<file path="config.mk">
export PLATFORM = sky130hd
export DESIGN_NAME = alu_issue_flat
export DESIGN_NICKNAME = d
export VERILOG_FILES = /design/src/rtl/alu_pkg.sv /design/src/rtl/alu_issue_if.sv /design/src/rtl/alu_ctrl_decode.sv /design/src/rtl/alu_issue.sv /design/src/flat_wrapper.sv
export SDC_FILE = /design/constraint.sdc
export NUM_CORES = 1
export LEC_CHECK = 0
export CORE_MARGIN = 2
export CORE_UTILIZATION = 39
export CTS_CLUSTER_SIZE = 28
export DETAILED_ROUTE_END_ITERATION = 10
export PLACE_DENSITY_LB_ADDON = 0.15
export SYNTH_ARGS = -nofsm -noshare
export SYNTH_HDL_FRONTEND = slang
export SYNTH_SLANG_ARGS = --single-unit
</file>
<file path="constraint.sdc">
create_clock -name clk_i -period 5.5 [get_ports clk_i]
set_clock_uncertainty 0.15 [all_clocks]
set_input_delay 1.375 -clock clk_i [delete_from_list [all_inputs] [get_ports clk_i]]
set_output_delay 1.375 -clock clk_i [all_outputs]
set_load 0.01 [all_outputs]
</file>
<file path="src/rtl/alu_pkg.sv">
// Shared encodings for the ALU issue stage: ALU control codes, ALUOp classes,
// funct fields and the issue FSM state.
package alu_pkg;

    // ALU control codes driven on ALUCtrl_o
    localparam logic [2:0] ALUCTRL_AND = 3'b000;
    localparam logic [2:0] ALUCTRL_OR  = 3'b001;
    localparam logic [2:0] ALUCTRL_ADD = 3'b010;
    localparam logic [2:0] ALUCTRL_MUL = 3'b100;
    localparam logic [2:0] ALUCTRL_SUB = 3'b110;

    // ALUOp classes from the main decoder
    localparam logic [1:0] ALUOP_MEM    = 2'b00;
    localparam logic [1:0] ALUOP_BRANCH = 2'b01;
    localparam logic [1:0] ALUOP_RTYPE  = 2'b10;
    localparam logic [1:0] ALUOP_ITYPE  = 2'b11;

    // funct7 / funct3 field values
    localparam logic [6:0] F7_BASE   = 7'b0000000;
    localparam logic [6:0] F7_ALT    = 7'b0100000;
    localparam logic [6:0] F7_MULDIV = 7'b0000001;
    localparam logic [2:0] F3_ADD    = 3'b000;
    localparam logic [2:0] F3_OR     = 3'b110;
    localparam logic [2:0] F3_AND    = 3'b111;

    typedef enum logic [1:0] {
        IDLE = 2'd0,
        EXEC = 2'd1,
        CAPT = 2'd2,
        DONE = 2'd3
    } state_e;

endpackage

</file>
<file path="src/rtl/alu_issue_if.sv">
// Bundle of the issue-side, ALU-side and result-side signals of alu_issue.
// master = the environment (upstream, ALU, downstream); slave = alu_issue.
interface alu_issue_if #(
    parameter int WIDTH = 32
);
    logic             valid_i;
    logic             ready_o;
    logic [1:0]       ALUOp_i;
    logic [9:0]       funct_i;
    logic             ALUSrc_i;
    logic [WIDTH-1:0] rs1data_i;
    logic [WIDTH-1:0] rs2data_i;
    logic [WIDTH-1:0] imm_i;
    logic [4:0]       rd_i;
    logic [WIDTH-1:0] data1_o;
    logic [WIDTH-1:0] data2_o;
    logic [2:0]       ALUCtrl_o;
    logic [WIDTH-1:0] alu_data_i;
    logic [WIDTH-1:0] result_o;
    logic [4:0]       rd_o;
    logic             illegal_o;
    logic             result_valid_o;
    logic             result_ready_i;

    modport master (
        output valid_i, ALUOp_i, funct_i, ALUSrc_i, rs1data_i, rs2data_i, imm_i, rd_i,
               alu_data_i, result_ready_i,
        input  ready_o, data1_o, data2_o, ALUCtrl_o, result_o, rd_o, illegal_o,
               result_valid_o
    );

    modport slave (
        input  valid_i, ALUOp_i, funct_i, ALUSrc_i, rs1data_i, rs2data_i, imm_i, rd_i,
               alu_data_i, result_ready_i,
        output ready_o, data1_o, data2_o, ALUCtrl_o, result_o, rd_o, illegal_o,
               result_valid_o
    );
endinterface

</file>
<file path="src/rtl/alu_ctrl_decode.sv">
// Combinational ALU control decode from {ALUOp, funct7, funct3}; undecodable
// combinations fall back to code 000 and raise illegal_o.
module alu_ctrl_decode
    import alu_pkg::*;
(
    input  logic [1:0] ALUOp_i,
    input  logic [9:0] funct_i,
    output logic [2:0] ALUCtrl_o,
    output logic       illegal_o
);

    // NOTE: every output gets a default before the case so no path leaves it
    // unassigned; a missing default here would infer a latch.
    always_comb begin
        ALUCtrl_o = ALUCTRL_AND;
        illegal_o = 1'b0;
        case (ALUOp_i)
            ALUOP_MEM:    ALUCtrl_o = ALUCTRL_ADD;
            ALUOP_BRANCH: ALUCtrl_o = ALUCTRL_SUB;
            ALUOP_ITYPE: begin
                if (funct_i[2:0] == F3_ADD) begin
                    ALUCtrl_o = ALUCTRL_ADD;
                end else begin
                    illegal_o = 1'b1;
                end
            end
            ALUOP_RTYPE: begin
                case (funct_i)
                    {F7_BASE,   F3_ADD}: ALUCtrl_o = ALUCTRL_ADD;
                    {F7_ALT,    F3_ADD}: ALUCtrl_o = ALUCTRL_SUB;
                    {F7_MULDIV, F3_ADD}: ALUCtrl_o = ALUCTRL_MUL;
                    {F7_BASE,   F3_AND}: ALUCtrl_o = ALUCTRL_AND;
                    {F7_BASE,   F3_OR }: ALUCtrl_o = ALUCTRL_OR;
                    default:             illegal_o = 1'b1;
                endcase
            end
            default: illegal_o = 1'b1;
        endcase
    end

endmodule

</file>
<file path="src/rtl/alu_issue.sv">
// Issue stage in front of a registered ALU: accepts one op, presents operands,
// captures the ALU result one cycle later and holds it until consumed.
module alu_issue
    import alu_pkg::*;
#(
    parameter int WIDTH = 32
) (
    input  logic        clk_i,
    input  logic        rst_i,
    alu_issue_if.slave  bus
);

    state_e           state_q,   state_d;
    logic [WIDTH-1:0] data1_q,   data1_d;
    logic [WIDTH-1:0] data2_q,   data2_d;
    logic [2:0]       ctrl_q,    ctrl_d;
    logic [4:0]       rd_q,      rd_d;
    logic             illegal_q, illegal_d;
    logic [WIDTH-1:0] result_q,  result_d;

    logic [2:0]       dec_ctrl;
    logic             dec_illegal;
    logic             ready;
    logic             accept;

    alu_ctrl_decode u_decode (
        .ALUOp_i   (bus.ALUOp_i),
        .funct_i   (bus.funct_i),
        .ALUCtrl_o (dec_ctrl),
        .illegal_o (dec_illegal)
    );

    // ready is gated by rst_i so it is low for the whole reset pulse
    assign ready  = (state_q == IDLE) && !rst_i;
    assign accept = bus.valid_i && ready;

    always_comb begin
        state_d   = state_q;
        data1_d   = data1_q;
        data2_d   = data2_q;
        ctrl_d    = ctrl_q;
        rd_d      = rd_q;
        illegal_d = illegal_q;
        result_d  = result_q;
        case (state_q)
            IDLE: begin
                if (accept) begin
                    state_d   = EXEC;
                    data1_d   = bus.rs1data_i;
                    data2_d   = bus.ALUSrc_i ? bus.imm_i : bus.rs2data_i;
                    ctrl_d    = dec_ctrl;
                    rd_d      = bus.rd_i;
                    illegal_d = dec_illegal;
                end
            end
            EXEC: state_d = CAPT;
            CAPT: begin
                state_d  = DONE;
                result_d = bus.alu_data_i;
            end
            DONE: begin
                if (bus.result_ready_i) begin
                    state_d = IDLE;
                end
            end
            default: state_d = IDLE;
        endcase
    end

    // NOTE: sequential state uses non-blocking assignments so every flop samples
    // the pre-edge value of its _d input regardless of block ordering.
    always_ff @(posedge clk_i or posedge rst_i) begin
        if (rst_i) begin
            state_q   <= IDLE;
            data1_q   <= '0;
            data2_q   <= '0;
            ctrl_q    <= ALUCTRL_AND;
            rd_q      <= '0;
            illegal_q <= 1'b0;
            result_q  <= '0;
        end else begin
            state_q   <= state_d;
            data1_q   <= data1_d;
            data2_q   <= data2_d;
            ctrl_q    <= ctrl_d;
            rd_q      <= rd_d;
            illegal_q <= illegal_d;
            result_q  <= result_d;
        end
    end

    assign bus.ready_o        = ready;
    assign bus.data1_o        = data1_q;
    assign bus.data2_o        = data2_q;
    assign bus.ALUCtrl_o      = ctrl_q;
    assign bus.result_o       = result_q;
    assign bus.rd_o           = rd_q;
    assign bus.illegal_o      = illegal_q;
    assign bus.result_valid_o = (state_q == DONE);

endmodule

</file>
<file path="src/flat_wrapper.sv">
// flat-port wrapper written by rule: the top's interface ports become plain ports
module alu_issue_flat import alu_pkg::*;
#(
    parameter int WIDTH = 32
)
  (clk_i, rst_i, bus_valid_i, bus_ALUOp_i, bus_funct_i, bus_ALUSrc_i, bus_rs1data_i, bus_rs2data_i, bus_imm_i, bus_rd_i, bus_alu_data_i, bus_result_ready_i, bus_ready_o, bus_data1_o, bus_data2_o, bus_ALUCtrl_o, bus_result_o, bus_rd_o, bus_illegal_o, bus_result_valid_o);
  alu_issue_if #(.WIDTH(WIDTH)) bus_i ();
  input  logic clk_i;
  input  logic rst_i;
  input wire logic [$bits(bus_i.valid_i)-1:0] bus_valid_i;
  input wire logic [$bits(bus_i.ALUOp_i)-1:0] bus_ALUOp_i;
  input wire logic [$bits(bus_i.funct_i)-1:0] bus_funct_i;
  input wire logic [$bits(bus_i.ALUSrc_i)-1:0] bus_ALUSrc_i;
  input wire logic [$bits(bus_i.rs1data_i)-1:0] bus_rs1data_i;
  input wire logic [$bits(bus_i.rs2data_i)-1:0] bus_rs2data_i;
  input wire logic [$bits(bus_i.imm_i)-1:0] bus_imm_i;
  input wire logic [$bits(bus_i.rd_i)-1:0] bus_rd_i;
  input wire logic [$bits(bus_i.alu_data_i)-1:0] bus_alu_data_i;
  input wire logic [$bits(bus_i.result_ready_i)-1:0] bus_result_ready_i;
  output wire logic [$bits(bus_i.ready_o)-1:0] bus_ready_o;
  output wire logic [$bits(bus_i.data1_o)-1:0] bus_data1_o;
  output wire logic [$bits(bus_i.data2_o)-1:0] bus_data2_o;
  output wire logic [$bits(bus_i.ALUCtrl_o)-1:0] bus_ALUCtrl_o;
  output wire logic [$bits(bus_i.result_o)-1:0] bus_result_o;
  output wire logic [$bits(bus_i.rd_o)-1:0] bus_rd_o;
  output wire logic [$bits(bus_i.illegal_o)-1:0] bus_illegal_o;
  output wire logic [$bits(bus_i.result_valid_o)-1:0] bus_result_valid_o;
  assign bus_i.valid_i = bus_valid_i;
  assign bus_i.ALUOp_i = bus_ALUOp_i;
  assign bus_i.funct_i = bus_funct_i;
  assign bus_i.ALUSrc_i = bus_ALUSrc_i;
  assign bus_i.rs1data_i = bus_rs1data_i;
  assign bus_i.rs2data_i = bus_rs2data_i;
  assign bus_i.imm_i = bus_imm_i;
  assign bus_i.rd_i = bus_rd_i;
  assign bus_i.alu_data_i = bus_alu_data_i;
  assign bus_i.result_ready_i = bus_result_ready_i;
  assign bus_ready_o = bus_i.ready_o;
  assign bus_data1_o = bus_i.data1_o;
  assign bus_data2_o = bus_i.data2_o;
  assign bus_ALUCtrl_o = bus_i.ALUCtrl_o;
  assign bus_result_o = bus_i.result_o;
  assign bus_rd_o = bus_i.rd_o;
  assign bus_illegal_o = bus_i.illegal_o;
  assign bus_result_valid_o = bus_i.result_valid_o;
  alu_issue #(.WIDTH(WIDTH)) u_core (.clk_i(clk_i), .rst_i(rst_i), .bus(bus_i));
endmodule
</file>
======== After elaboration in Yosys (flattened, before gate mapping) ========
Index checks and enable logic that the tools add are counted.
storage, ports and cells
  register bits after elaboration ......... 107
  bits of input ports ..................... 150
  output and inout bits ................... 107
  word-level logic and storage cells ...... 39
operators by class
  eq/ne operators ......................... 12
  mux-type cells .......................... 10
  reductions and logical operators ........ 10
operator list
  cell                                                                     count
  32-bit two-way mux                                                       1
  3-bit one-hot mux with 4 select lines                                    2
  10-bit by 3-bit equality test with 1-bit output (second input constant)  2
  10-bit by 4-bit equality test with 1-bit output (second input constant)  1
  10-bit by 9-bit equality test with 1-bit output (second input constant)  1
  10-bit logical NOT                                                       1
  2-bit equality test (second input constant)                              4
  2-bit one-hot mux with 4 select lines                                    1
  2-bit two-way mux                                                        3
  5-bit OR reduction                                                       1
  2-bit by 1-bit equality test with 1-bit output (second input constant)   2
  2-bit logical NOT                                                        2
  2-bit AND reduction                                                      2
  3-bit logical NOT                                                        1
  1-bit logical AND                                                        2
  1-bit two-way mux                                                        2
  2-bit by 1-bit != test with 1-bit output (second input constant)         1
  2-bit != test (second input constant)                                    1
  1-bit one-hot mux with 2 select lines                                    1
  1-bit logical NOT                                                        1

======== Longest topological paths before layout ========
  depth in word-level cells ............... 5
  mapped depth ............................ 8
  gate-level depth less buffers ........... 6

======== Hierarchy ========
Synthesis repeated with hierarchy kept, for this count alone.
unflattened totals
  cell total of the unflattened synthesis .. 327
  area total of the unflattened synthesis .. 4474.3 um^2
modules (own cells, without submodules)
  module           instances  cells an instance  area each (um^2)  sequential area each (um^2)
  alu_issue        1          310                4364.2            2677.6
  alu_ctrl_decode  1          17                 110.1             0.0

======== Least setup slack after synthesis ========
Ideal clock, no wire load.
  path type ............................... input to output
  start ................................... input port rst_i
  end ..................................... output port bus_ready_o
  arrival ................................. 1.519 ns
  required time ........................... 3.975 ns
  path slack .............................. 2.456 ns
  stages on the path ...................... 1
  buffers on the path ..................... 0
  path through ............................ nor2b_4
on the way
  longest elaborated chain between the ends .. 2
RTL lines
  item               RTL line            RTL
  start, declared    flat_wrapper.sv:9   input logic rst_i;
  1-bit logical NOT  alu_issue.sv:34     assign ready = (state_q == IDLE) && !rst_i;
  1-bit logical AND  alu_issue.sv:34
  end, declared      flat_wrapper.sv:20  output wire logic [$bits(bus_i.ready_o)-1:0] bus_ready_o;
No other way between the ends.

======== Final worst setup path ========
Same ends and word-level chain as after synthesis.

==> metrics.md <==
| Metric | Value |
|---|---|
| Status | `finished, final reports clean` |
| Total power | `0.003789 W` |
| All-layer global routing usage | `between 10% and 20%` |
| Max Slew Vio Count | `0` |
| CP required | `just under 4 ns` |
| Gpl congestion | `0.8001` |
| TNS Setup | `0 ns` |
| Cell Area, Placed | `roughly 0.0072 mm^2` |
| Clock insertion delay at the later pin of the skew report | `around 0.33 ns` |
| Die area | `about 0.013 mm^2` |
| Initial Utilization | `40.09%` |
| Std-Cell Rows | `39` |
| Number of global-route vias before repair | `between 3k and 4k` |
| Htree depth | `3` |
| Initial DRC count | `115` |
| Hold buffers post-CTS | `0` |
| Synth area leader | `dfrtp_1` |
| Leak | `around 3.3 nW` |
| Routed vias | `3446` |
| Final worst slack | `about 1.4 ns` |
| CP Max Fanout | `2` |
| First drt pass iteration count | `4` |
| Post-Route WL | `11.68 mm` |
| Cell area after layout | `0.007493 mm^2` |
| Post CTS Setup Buffer Count | `0` |
| DR DRC count | `0` |
| Largest family of logic cells by synthesized area | `multiplexers` |
| Overflow after GRT | `0` |
| Seq/Total Area, Yosys | `about three fifths` |
| Pre-CTS WS | `approximately 1.4 ns` |
| CTS sink count | `107` |
| Xor and xnor fraction of the mapped netlist area | `0.1913%` |
| Post-synthesis cell count | `around 330` |
| Worst Tran Pin Value | `around 1.1 ns` |
| Number of port buffers | `around 260` |
| Mux contribution to synthesized area | `27.58%` |
| RSZ-0062 raised after global routing | `no` |
| Synth top area share | `~60%` |
| # diodes | `0` |
| Mean area per synthesized cell | `14.09 um^2` |
| Final hold slack | `between 0.3 and 0.4 ns` |
| TritonCTS clock tree | `built` |
| Die Height | `~110 um` |
| DP HPWL | `8.838 mm` |
| MaxCap Viol Count | `0` |
| Ratio of cells with drive above 1 in the final layout | `16.01%` |
| Layout area overhead | `63.68%` |
| Commonest cells after routing, fill and taps aside | `clkdlybuf4s50_1, dfrtp_1, mux2_4, nand2_1` |
| Post-DRT Antenna Nets | `0` |
| Worst-path clk slew | `around 0.070 ns` |
| Syn nets | `roughly 480` |
| Vias per inst | `~4.8` |
| First-pass GRT wire length | `about 19 mm` |
| Simple-gate area share of the yosys netlist | `between 4 and 5%` |
| Most common cell after layout, fill and taps aside | `clkdlybuf4s50_1` |
| Crit path kind | `input port to primary output` |
| Area contributors post-synth | `dfrtp_1, mux2_4, mux2_2` |
| Longest Clk Path Bufs | `2` |
| Power per cell area | `slightly above 500 mW/mm^2` |
| Final nets | `~730` |
| Yosys reg bits | `107` |
| Final period utilization | `between 70% and 80%` |
| CP arrival | `2.60 ns` |
| Adder-Cell Fraction of Synth Area | `less than 1%` |
| Final setup viols | `0` |
| Minimum clock period | `4.121 ns` |
| Rel. slew slack | `approximately 27%` |
| Complex-gate fraction of the synthesized area | `approximately 5.1%` |
| Post-synth cell types | `27` |
| Die Width | `approximately 110 um` |
| Avg WL per Cell | `around 16 um` |
| CP Capture Type | `primary output` |
| Max Freq | `about 0.24 GHz` |
| # IOs | `approximately 260` |
| Crit start category | `input port` |
| Hold crit path type | `flip-flop to flip-flop` |
| Largest net degree at the start of global routing | `84` |
| Core Region | `~0.011 mm^2` |
| VDD IR max | `between 0.2 and 0.3 mV` |
| Root Driver | `clkbuf_16` |
| YS warnings | `0` |
| Post-Syn Area | `~0.0046 mm^2` |
| Final hold viol count | `0` |
| Initial antenna violation count | `0` |
| Post_cts resized | `0` |
| Num CTS Buffers | `9` |
==> where the power goes <==
group	total [W]	internal, W	switching, W
sequential	0.00138	0.00118	0.000204
combinational	0.00181	0.00116	0.000657
clock	0.000595	0.000309	0.000287
==> through the flow <==
step,utilization (%),cells
floorplan,-,325
global placement,63.21,708
detailed placement,63.21,708
CTS,65.63,724
global route,65.63,724
finish,65.63,724
==> cells in the mapped netlist (all sizes together) <==
cell and number:
a21oi 2, a22oi 1, and3b 1, buf 15
clkbuf 4, dfrtp 107, ha 3, inv 3
mux2 72, mux2i 32, nand2 36, nand2b 2
nand3 2, nor2 2, nor2b 2, nor3 2
nor4 1, o21ai 32, o31ai 2, o32a 1
o41ai 2, xor2 1
==> cells by family after synthesis <==
family | Yosys count
AOI/OAI and AO/OA | 40
xor gates and xnor gates | 1
adders and majority gates | 3
buffers and inverters | 22
DFF | 107
muxes | 104
and+or+nand+nor | 48
==> final cells by class <==
type                    count  area, um^2
clock buffers               9       225.2
clock inverters             7       50.05
fillers                   899        3925
inverters                   3       13.76
multi-input cells         196        1768
flip-flops and latches    107        2678
well taps                 143       178.9
repair buffers            259        2580
==> path summary, 6_finish.rpt <==
path,from,endpoint,slack [ns],depth (start not counted)
worst max-delay path,rst_i,bus_ready_o,1.38,3
worst max register to register,u_core.state_q[0],u_core.state_q[1],2.88,6
max in group asynchronous,rst_i,u_core.bus.result_o[23],2.74,3
min in group asynchronous,rst_i,u_core.bus.data1_o[3],1.55,2
worst min register to register,u_core.bus.data2_o[17],u_core.bus.data2_o[17],0.33,2
worst min-delay path,u_core.bus.data2_o[17],u_core.bus.data2_o[17],0.33,2
==> layer usage <==
metal | GRT usage (%) | up-vias | share of wire [%]
met5 | 0 | - | 0
met4 | 7.561 | 0 | 2.6
met3 | 4.482 | 21 | 7.1
met2 | 32.45 | 144 | 51
met1 | 22.52 | 1635 | 39
li1 | - | 1646 | -
==> registers in the layout, indices dropped and copies added (netlist names) <==
name and flops:
u_core.bus.ALUCtrl_o 3, u_core.bus.data1_o 32, u_core.bus.result_o 32, u_core.bus.illegal_o 1, u_core.bus.data2_o 32, u_core.state_q 2, u_core.bus.rd_o 5
==> worst max-delay path: stages <==
cell and delay, ns:
clkdlybuf4s50_1 0.50, nor2b_4 0.17, clkdlybuf4s50_1 0.55
Note: power is estimated with default switching activity, not from simulation.
